<file path="src/rtl/opn_sel_sequencer.sv">
// Polarity-select sequencer: glitch-free off/normal/invert with dead time on swaps.
// Optional OPN_SEQ_SYNC_EN: defer every mode change to the next Sync_Pulse.
module opn_sel_sequencer #(
    parameter int DEAD_W = 8,
    parameter int CNT_W  = 16
) (
    input  logic              Clock,
    input  logic              Reset_n,
    input  logic              Cmd_Valid,
    input  logic [1:0]        Cmd_Mode,
    output logic              Cmd_Ready,
    input  logic [DEAD_W-1:0] Dead_Cyc,
    input  logic              Sync_Pulse,
    output logic              Sel_H,
    output logic              Sel_L,
    output logic [1:0]        Mode_Cur,
    output logic              Busy,
    output logic [CNT_W-1:0]  Switch_Cnt
);

`ifdef OPN_SEQ_SYNC_EN
    typedef enum logic [1:0] {
        IDLE      = 2'd0,
        SYNC_WAIT = 2'd1,
        DEAD      = 2'd2
    } state_t;
`else
    typedef enum logic [1:0] {
        IDLE = 2'd0,
        DEAD = 2'd2
    } state_t;
    logic unused_sync;
    assign unused_sync = Sync_Pulse;
`endif

    localparam logic [DEAD_W-1:0] ONE = DEAD_W'(1);

    state_t            state_q, state_d;
    logic [1:0]        sel_q, sel_d;
    logic [1:0]        pend_q, pend_d;
    logic [DEAD_W-1:0] cnt_q, cnt_d;
    logic [CNT_W-1:0]  sw_q, sw_d;
    logic [1:0]        mode_eff;
    logic [DEAD_W-1:0] dead_ld;
    logic              accept;
    logic              bump;

    assign mode_eff = (Cmd_Mode == 2'b11) ? 2'b00 : Cmd_Mode;
    assign dead_ld  = (Dead_Cyc == '0) ? ONE : Dead_Cyc;
    assign accept   = Cmd_Valid && (state_q == IDLE);

    always_comb begin
        state_d = state_q;
        sel_d   = sel_q;
        pend_d  = pend_q;
        cnt_d   = cnt_q;
        bump    = 1'b0;
        case (state_q)
            IDLE: begin
                if (accept && (mode_eff != sel_q)) begin
`ifdef OPN_SEQ_SYNC_EN
                    // Dead time is captured now; the counter holds it while waiting.
                    pend_d  = mode_eff;
                    cnt_d   = dead_ld;
                    state_d = SYNC_WAIT;
`else
                    if ((sel_q != 2'b00) && (mode_eff != 2'b00)) begin
                        sel_d   = 2'b00;
                        pend_d  = mode_eff;
                        cnt_d   = dead_ld;
                        state_d = DEAD;
                    end else begin
                        sel_d = mode_eff;
                        bump  = 1'b1;
                    end
`endif
                end
            end
`ifdef OPN_SEQ_SYNC_EN
            SYNC_WAIT: begin
                if (Sync_Pulse) begin
                    if ((sel_q != 2'b00) && (pend_q != 2'b00)) begin
                        sel_d   = 2'b00;
                        state_d = DEAD;
                    end else begin
                        sel_d   = pend_q;
                        bump    = 1'b1;
                        cnt_d   = '0;
                        state_d = IDLE;
                    end
                end
            end
`endif
            DEAD: begin
                if (cnt_q == ONE) begin
                    sel_d   = pend_q;
                    bump    = 1'b1;
                    cnt_d   = '0;
                    state_d = IDLE;
                end else begin
                    cnt_d = cnt_q - ONE;
                end
            end
            default: state_d = IDLE;
        endcase
        sw_d = (bump && (sw_q != '1)) ? sw_q + CNT_W'(1) : sw_q;
    end

    always_ff @(posedge Clock or negedge Reset_n) begin
        if (!Reset_n) begin
            state_q <= IDLE;
            sel_q   <= 2'b00;
            pend_q  <= 2'b00;
            cnt_q   <= '0;
            sw_q    <= '0;
        end else begin
            state_q <= state_d;
            sel_q   <= sel_d;
            pend_q  <= pend_d;
            cnt_q   <= cnt_d;
            sw_q    <= sw_d;
        end
    end

    assign Cmd_Ready  = (state_q == IDLE);
    assign Busy       = ~Cmd_Ready;
    assign Sel_H      = sel_q[1];
    assign Sel_L      = sel_q[0];
    assign Mode_Cur   = sel_q;
    assign Switch_Cnt = sw_q;

endmodule

</file>
<file path="config.mk">
export PLATFORM = sky130hd
export DESIGN_NAME = opn_sel_sequencer
export DESIGN_NICKNAME = d
export VERILOG_FILES = /design/src/rtl/opn_sel_sequencer.sv
export SDC_FILE = /design/constraint.sdc
export NUM_CORES = 1
export LEC_CHECK = 0
export CAP_MARGIN = 20
export CORE_ASPECT_RATIO = 1.4
export CORE_MARGIN = 4
export CORE_UTILIZATION = 33
export CTS_CLUSTER_DIAMETER = 150
export CTS_CLUSTER_SIZE = 16
export DETAILED_ROUTE_END_ITERATION = 16
export PLACE_DENSITY_LB_ADDON = 0.3
export SLEW_MARGIN = 0
export SYNTH_ARGS = -nofsm -noshare
export SYNTH_HDL_FRONTEND = slang
export SYNTH_SLANG_ARGS = --single-unit
</file>
<file path="constraint.sdc">
create_clock -name Clock -period 5.75 [get_ports Clock]
set_clock_uncertainty 0.2 [all_clocks]
set_input_delay 1.15 -clock Clock [delete_from_list [all_inputs] [get_ports Clock]]
set_output_delay 1.15 -clock Clock [all_outputs]
set_load 0.05 [all_outputs]
</file>
==> Flow_metrics.wiki, run 1 <==
{| class="wikitable"
! Metric !! Value
|-
| Run status || finished clean
|-
| Source of the worst register-to-register timing path || cnt_q[1]
|-
| Post-layout net count || 232
|-
| Minimum period implied by the final worst setup slack || 3.50 ns
|-
| Worst relative slew slack || 61.4%
|-
| Area enclosed by the die boundary || 6390 um^2
|-
| Layout Cell Area excl Fill || 2210 um^2
|-
| TritonCTS clock tree || yes
|-
| Share of synthesized area spent on multiplexers || 8.08%
|-
| Share of the synthesized netlist area taken by xor and xnor gates || 8.22%
|-
| Most frequent cells after synthesis || dfrtp_1 (29), nor2_1 (18), nand2_1 (16), a21oi_1 (12), xor2_1 (10)
|-
| Fraction of final layout cells sized beyond drive strength 1 || 10.7%
|-
| Top area cells in the synthesized netlist || dfrtp_1 (43%), xor2_1 (5.1%), mux2i_1 (4.1%)
|-
| Hold path start || Switch_Cnt[4]
|-
| Hold Path Cell Cnt || 1
|-
| Reg2Reg Depth || 7
|-
| Capture instance of the worst register-to-register path || Switch_Cnt[10]
|-
| Count of instances resized after the clock tree is built || 0
|-
| Leading cell type by number of instances after synthesis || dfrtp_1
|-
| Average size of a mapped cell || 9.57 um^2
|-
| Maximum vdd ir drop || 0.266 mV
|-
| Final Instance Count excl. Fillers || 278
|-
| Overall fraction of global-route tracks in use || 12.9%
|-
| Routed Antenna Nets || 0
|-
| FF-to-FF setup slack || 3.08 ns
|-
| Horizontal extent of the die || 68.7 um
|-
| Vias || 1401
|-
| Required time reported for the critical path endpoint || 4.40 ns
|-
| Final routed wirelength across all metal layers || 3740 um
|-
| Setup TNS || 0 ns
|-
| Crit path launch type || register
|-
| Antenna violations before repair || 0
|-
| Most common flop cell mapped by yosys || dfrtp_1
|-
| Height of the die || 93.0 um
|-
| Number of global-route vias before repair || 1406
|-
| Port buffer count || 34
|-
| HPWL Detailed || 2670 um
|-
| Initial core utilization || 34.7%
|-
| Row cnt || 30
|-
| Adder and majority cell fraction of the synthesized area || 3.67%
|-
| Post-CTS setup-driven buffer insertion count || 0
|-
| Portion of the clock cycle consumed by the worst path in the final layout || 60.9%
|-
| Total gr overflow || 0
|-
| Critical path data arrival time || 2.15 ns
|-
| Hold bufs inserted after CTS || 0
|-
| Top-level I/O count || 36
|-
| Maximum number of pins on one net before global-route repair || 30
|-
| H-Tree Depth || 2
|-
| Total number of clock tree sinks || 29
|-
| First-pass GRT wire length || 6200 um
|-
| Number of diodes || 0
|-
| Static power due to leakage || 0.918 nW
|-
| Number of placed cells counting well taps || 270
|-
| Post-Syn Nets || 197
|-
| Sequential cell area || 726 um^2
|-
| Maximum clock frequency || 0.285 GHz
|-
| Synth Register Bits || 29
|-
| Global placement routability congestion || 0.831
|-
| Async set or reset register ratio after synthesis || 100%
|-
| End point of the most critical hold path || Switch_Cnt[4]
|-
| Filler Cell Count || 486
|-
| Number of maximum-capacitance violations || 0
|-
| Unrepaired setup endpoints after global routing || no
|-
| Distinct cell type count of the synthesized netlist || 42
|-
| Portion of the post-synthesis area used by sequential elements || 42.6%
|-
| Critical path type || register to primary output
|-
| First-pass iteration count of the detailed router || 4
|-
| Total count of max-transition violations in the final report || 0
|-
| Post-synth top area cell || dfrtp_1
|-
| Worst setup EP type || primary output
|-
| Post-synthesis instance area || 1700 um^2
|-
| Area of combinational cells with multiple inputs || 905 um^2
|-
| Hold Path Class || register to register
|-
| Clock insertion delay at the later pin of the skew report || 0.28 ns
|-
| Yosys top cell area share || 42.6%
|-
| Hold WS || 0.289 ns
|-
| DRC violations left || 0
|-
| Synthesis warning total || 0
|-
| Final setup violating endpoints || 0
|-
| First-iteration detailed-routing DRC count || 59
|-
| P per Cell Area || 448 nW/um^2
|-
| Simple-gate portion of the synthesized area || 20.0%
|-
| Layout-stage area growth over the synthesis result || 29.8%
|-
| Clock slew at the register clock pins of the worst setup and hold paths || 0.06 ns
|-
| Measured slew at the worst slew-check pin || 0.579 ns
|-
| Complex-gate fraction of the synthesized area || 13.1%
|-
| Root Driver || clkbuf_8
|-
| Via density per instance || 5.04
|-
| Wire length per cell after detailed routing || 13.5 um
|-
| Maximum buffer depth of the clock tree || 2
|-
| Hold violation total from the final report || 0
|-
| Core region area || 4920 um^2
|-
| Standard cell area after detailed placement || 2100 um^2
|-
| Maximum fanout along the worst path || 18
|-
| Number of enable-type register cells in the synthesized netlist || 0
|-
| Cell count after synthesis || 178
|-
| Total CTS buffers || 5
|-
| Dominant combinational cell family by area after synthesis || simple AND/OR/NAND/NOR gates
|}
-- worst max-delay path by stage --
| stage | start | end | cells after the start |
|---|---|---|---|
| 3_5_place_dp | Cmd_Mode[0] | Switch_Cnt[1] | 7 |
| 5_1_grt | state_q[1] | Cmd_Ready | 2 |
| 4_1_cts | state_q[1] | Cmd_Ready | 2 |
| 6_report | state_q[1] | Cmd_Ready | 2 |
| 2_1_floorplan | Cmd_Mode[0] | cnt_q[4] | 8 |
| 3_3_place_gp | Cmd_Mode[1] | Switch_Cnt[1] | 7 |
-- cell usage in the layout (no fill, tap or decap), types with 2 or more instances in the layout --
master	count
nand4_1	3
nand3_1	6
nor4_1	2
clkbuf_8	6
o21ai_0	6
a21oi_1	12
and3_1	4
xnor2_1	6
nor2b_1	3
nand2_1	16
mux2i_1	7
nor3_1	4
o22ai_1	2
nor3_2	3
xor2_1	10
ha_1	5
a31oi_1	2
clkdlybuf4s50_1	34
nor2_1	18
dfrtp_1	29
mux2_2	6
inv_1	9
-- cell type report --
| class | instances | area share [%] |
|---|---|---|
| Sequential cell | 29 | 32.8 |
| Multi-Input combinational cell | 132 | 40.9 |
| Inverter | 10 | 1.70 |
| Tap cell | 64 | 3.62 |
| Timing Repair Buffer | 35 | 15.7 |
| Clock inverter | 1 | 1.36 |
| Clock buffer | 7 | 3.90 |
-- critical path, cell delays in order, from the launching register on --
cell,delay (ns)
dfrtp_1,0.69
clkinv_1,0.39
clkdlybuf4s50_1,0.79
-- state kept, by name, indices dropped and copies added (netlist names) --
register    count
Mode_Cur        2
pend_q          2
Switch_Cnt     16
cnt_q           8
state_q         1
-- power breakdown --
part / internal, mW / total (mW) / switching (mW) / leakage, nW
Clock: 0.141 / 0.221 / 0.0801 / 0.0585
Combinational: 0.173 / 0.423 / 0.250 / 0.504
Sequential: 0.263 / 0.348 / 0.0847 / 0.356
Total: 0.577 / 0.992 / 0.414 / 0.918
-- per-stage QoR --
stage / power (mW) / worst slack (ns) / utilization [%]
detailed placement: 0.778 / 2.12 / 42.6
global route: 1.06 / 2.12 / 45.0
floorplan: 0.659 / 2.77 / -
global placement: 0.772 / 2.15 / 42.6
CTS: 1.00 / 2.21 / 45.0
finish: 0.992 / 2.25 / 45.0
-- cell families (layout without fill, tap and decap cells) --
family / count (synthesis) / count (layout)
AO/OA/AOI/OAI: 32 / 32
XOR/XNOR: 16 / 16
adder cells (fa/ha/maj): 5 / 5
buffers and inverters: 17 / 53
flip-flops: 29 / 29
multiplexers: 13 / 13
AND/OR/NAND/NOR: 66 / 66
-- per-layer routing --
metal	part of all wire [%]	global-route usage, %	vias up
met1	44	15.7	666
met4	2.7	6.18	0
li1	-	-	687
met3	4.9	3.13	9
met5	0	0	-
met2	48	20.7	39
Note: power is estimated with default switching activity, not from simulation.
==> inputs of run 2 (changes only) <==
==> constraint.sdc (replaced) <==
create_clock -name Clock -period 2.93 [get_ports Clock]
set_clock_uncertainty 0.2 [all_clocks]
set_input_delay 0.586 -clock Clock [delete_from_list [all_inputs] [get_ports Clock]]
set_output_delay 0.586 -clock Clock [all_outputs]
set_load 0.05 [all_outputs]
==> Flow_metrics.wiki, run 2 (same netlist as run 1, synthesis figures left out) <==
{| class="wikitable"
! Metric !! Value
|-
| Via density per instance || 4.96 (-1.5%)
|-
| Total gr overflow || 0 (unchanged)
|-
| Setup TNS || 0 ns (unchanged)
|-
| HPWL Detailed || 2740 um (+2.8%)
|-
| Capture instance of the worst register-to-register path || Switch_Cnt[10]
|-
| Height of the die || 93.0 um (unchanged)
|-
| Hold bufs inserted after CTS || 0 (unchanged)
|-
| Wire length per cell after detailed routing || 13.5 um (+0.15%)
|-
| Total number of clock tree sinks || 29 (unchanged)
|-
| DRC violations left || 0 (unchanged)
|-
| Top-level I/O count || 36 (unchanged)
|-
| Hold Path Cell Cnt || 1 (unchanged)
|-
| Global placement routability congestion || 0.848 (+2.1%)
|-
| Hold WS || 0.300 ns (+0.0112 ns)
|-
| Cells along the critical path || inv_1, ha_1, or3b_2, or3_1, a21o_2, nor2_1, mux2_2
|-
| Vias || 1405 (+0.29%)
|-
| Clock slew at the register clock pins of the worst setup and hold paths || 0.07 ns (about the same)
|-
| Hold Path Class || register to register
|-
| Maximum vdd ir drop || 0.455 mV (+71%)
|-
| End point of the most critical hold path || Switch_Cnt[4]
|-
| Area enclosed by the die boundary || 6390 um^2 (unchanged)
|-
| Final routed wirelength across all metal layers || 3820 um (+2.0%)
|-
| Most common library cell in the layout ignoring fill and taps || clkdlybuf4s50_1
|-
| Critical Path Slowest Stage Cell || or3b_2
|-
| Static power due to leakage || 0.929 nW (+1.2%)
|-
| Initial core utilization || 34.7% (unchanged)
|-
| Root Driver || clkbuf_8
|-
| Core region area || 4920 um^2 (unchanged)
|-
| Source of the worst register-to-register timing path || cnt_q[1]
|-
| Combined buffer and inverter count along the critical path || 1 (-1)
|-
| Total count of max-transition violations in the final report || 0 (unchanged)
|-
| Port buffer count || 34 (unchanged)
|-
| Worst setup EP type || register
|-
| Post-placement setup slack || 0.0909 ns (-2.03 ns)
|-
| First-iteration detailed-routing DRC count || 60 (+1.7%)
|-
| Fin worst setup slack || 0.243 ns (-2.00 ns)
|-
| Required time reported for the critical path endpoint || 2.90 ns (-1.50 ns)
|-
| Count of instances resized after the clock tree is built || 0 (unchanged)
|-
| Maximum buffer depth of the clock tree || 2 (unchanged)
|-
| Post-layout power || 1.88 mW (+90%)
|-
| Critical path type || register to register
|-
| Hold violation total from the final report || 0 (unchanged)
|-
| Overall fraction of global-route tracks in use || 12.9% (+0.024 points)
|-
| Routed Antenna Nets || 0 (unchanged)
|-
| Commonest cells after routing, fill and taps aside || clkdlybuf4s50_1 (34), dfrtp_1 (29), nor2_1 (18), nand2_1 (16), a21oi_1 (12)
|-
| Minimum period implied by the final worst setup slack || 2.69 ns
|-
| P per Cell Area || 842 nW/um^2 (+88%)
|-
| Family with the most delay on the worst path || simple AND/OR/NAND/NOR gates
|-
| Worst relative slew slack || 65.3% (+4.0 points)
|-
| H-Tree Depth || 2 (unchanged)
|-
| Critical path data arrival time || 2.65 ns (+0.50 ns)
|-
| Portion of the clock cycle consumed by the worst path in the final layout || 91.7%
|-
| Largest register FFs || 16 (unchanged)
|-
| Fraction of final layout cells sized beyond drive strength 1 || 13.2% (+2.5 points)
|-
| Maximum number of pins on one net before global-route repair || 30 (unchanged)
|-
| Number of maximum-capacitance violations || 0 (unchanged)
|-
| Final Instance Count excl. Fillers || 283 (+1.8%)
|-
| Final setup violating endpoints || 0 (unchanged)
|-
| Horizontal extent of the die || 68.7 um (unchanged)
|-
| Run status || finished clean
|-
| Layout-stage area growth over the synthesis result || 31.0%
|-
| Reg2Reg Depth || 7 (unchanged)
|-
| Hold path start || Switch_Cnt[4]
|-
| Clock insertion delay at the later pin of the skew report || 0.28 ns (about the same)
|-
| Number of global-route vias before repair || 1387 (-1.4%)
|-
| Number of placed cells counting well taps || 275 (+1.9%)
|-
| Unrepaired setup endpoints after global routing || no
|-
| Post-layout net count || 237 (+2.2%)
|-
| Antenna violations before repair || 0 (unchanged)
|-
| Maximum clock frequency || 0.372 GHz
|-
| First-pass iteration count of the detailed router || 4 (unchanged)
|-
| Total CTS buffers || 5 (unchanged)
|-
| Filler Cell Count || 473 (-2.7%)
|-
| First-pass GRT wire length || 6240 um (+0.55%)
|-
| Delay of the slowest cell on the worst path || 0.50 ns (-0.29 ns)
|-
| Row cnt || 30 (unchanged)
|-
| TritonCTS clock tree || yes
|-
| Measured slew at the worst slew-check pin || 0.518 ns (-0.0609 ns)
|-
| Number of diodes || 0 (unchanged)
|-
| FF-to-FF setup slack || 0.24 ns (-2.84 ns)
|-
| Maximum fanout along the worst path || 5 (-13)
|-
| Post-CTS setup-driven buffer insertion count || 0 (unchanged)
|-
| Crit path launch type || register
|}
run 2: cell count changes in the layout (fill, tap and decap cells not counted):
cell,change
buf_4,+4
clkinv_2,+2
buf_12,+1
bufinv_16,-1
clkbuf_1,-1
clkbuf_8,-1
clkinvlp_4,+1
run 2: worst register-to-register path: cells and delay by family, from the launching register on:
kind | cells | cell delay, ns
AO/OA/AOI/OAI | 1 | 0.27
flip-flops | 1 | 0.42
buffers and inverters | 1 | 0.11
adder cells (fa/ha/maj) | 1 | 0.18
multiplexers | 1 | 0.34
AND/OR/NAND/NOR | 3 | 1.06
run 2: power breakdown:
part / internal, mW / switching [mW] / leakage, nW / total [mW]
registers: 0.516 / 0.136 / 0.356 / 0.652
clock network: 0.164 / 0.162 / 0.0439 / 0.326
logic: 0.367 / 0.535 / 0.529 / 0.902
run 2: layout make-up:
class                      count  area, um^2  area share, %
clock buffer                   5        68.8           3.08
tap                           64        80.1           3.59
multi-input combinational    132         905           40.5
timing repair buffer          40         398           17.8
sequential                    29         726           32.5
inverter                      10        37.5           1.68
clock inverter                 3        17.5          0.785
run 2: stage by stage:
stage	utilization (%)	area, um^2
2_1_floorplan	-	1700
5_1_grt	45.4	2230
4_1_cts	45.4	2230
6_report	45.4	2230
3_3_place_gp	43.6	2150
3_5_place_dp	43.6	2150
run 2: worst max path at each step:
stage,startpoint,end,slack (ns),cells past startpoint
floorplan,state_q[1],Switch_Cnt[10],0.03,7
global placement,Cmd_Mode[1],Switch_Cnt[8],0.11,9
detailed placement,Cmd_Mode[0],Switch_Cnt[8],0.09,9
CTS,cnt_q[1],Switch_Cnt[10],0.25,7
global route,cnt_q[1],Switch_Cnt[10],0.12,7
finish,cnt_q[1],Switch_Cnt[10],0.24,7
run 2: routing by layer:
metal / vias to the layer above / global-route usage [%] / routed length, um
li1: 695 / - / -
met5: - / 0 / 0
met2: 36 / 22.2 / 1870
met1: 666 / 14.0 / 1650
met3: 8 / 3.73 / 207
met4: 0 / 6.18 / 87
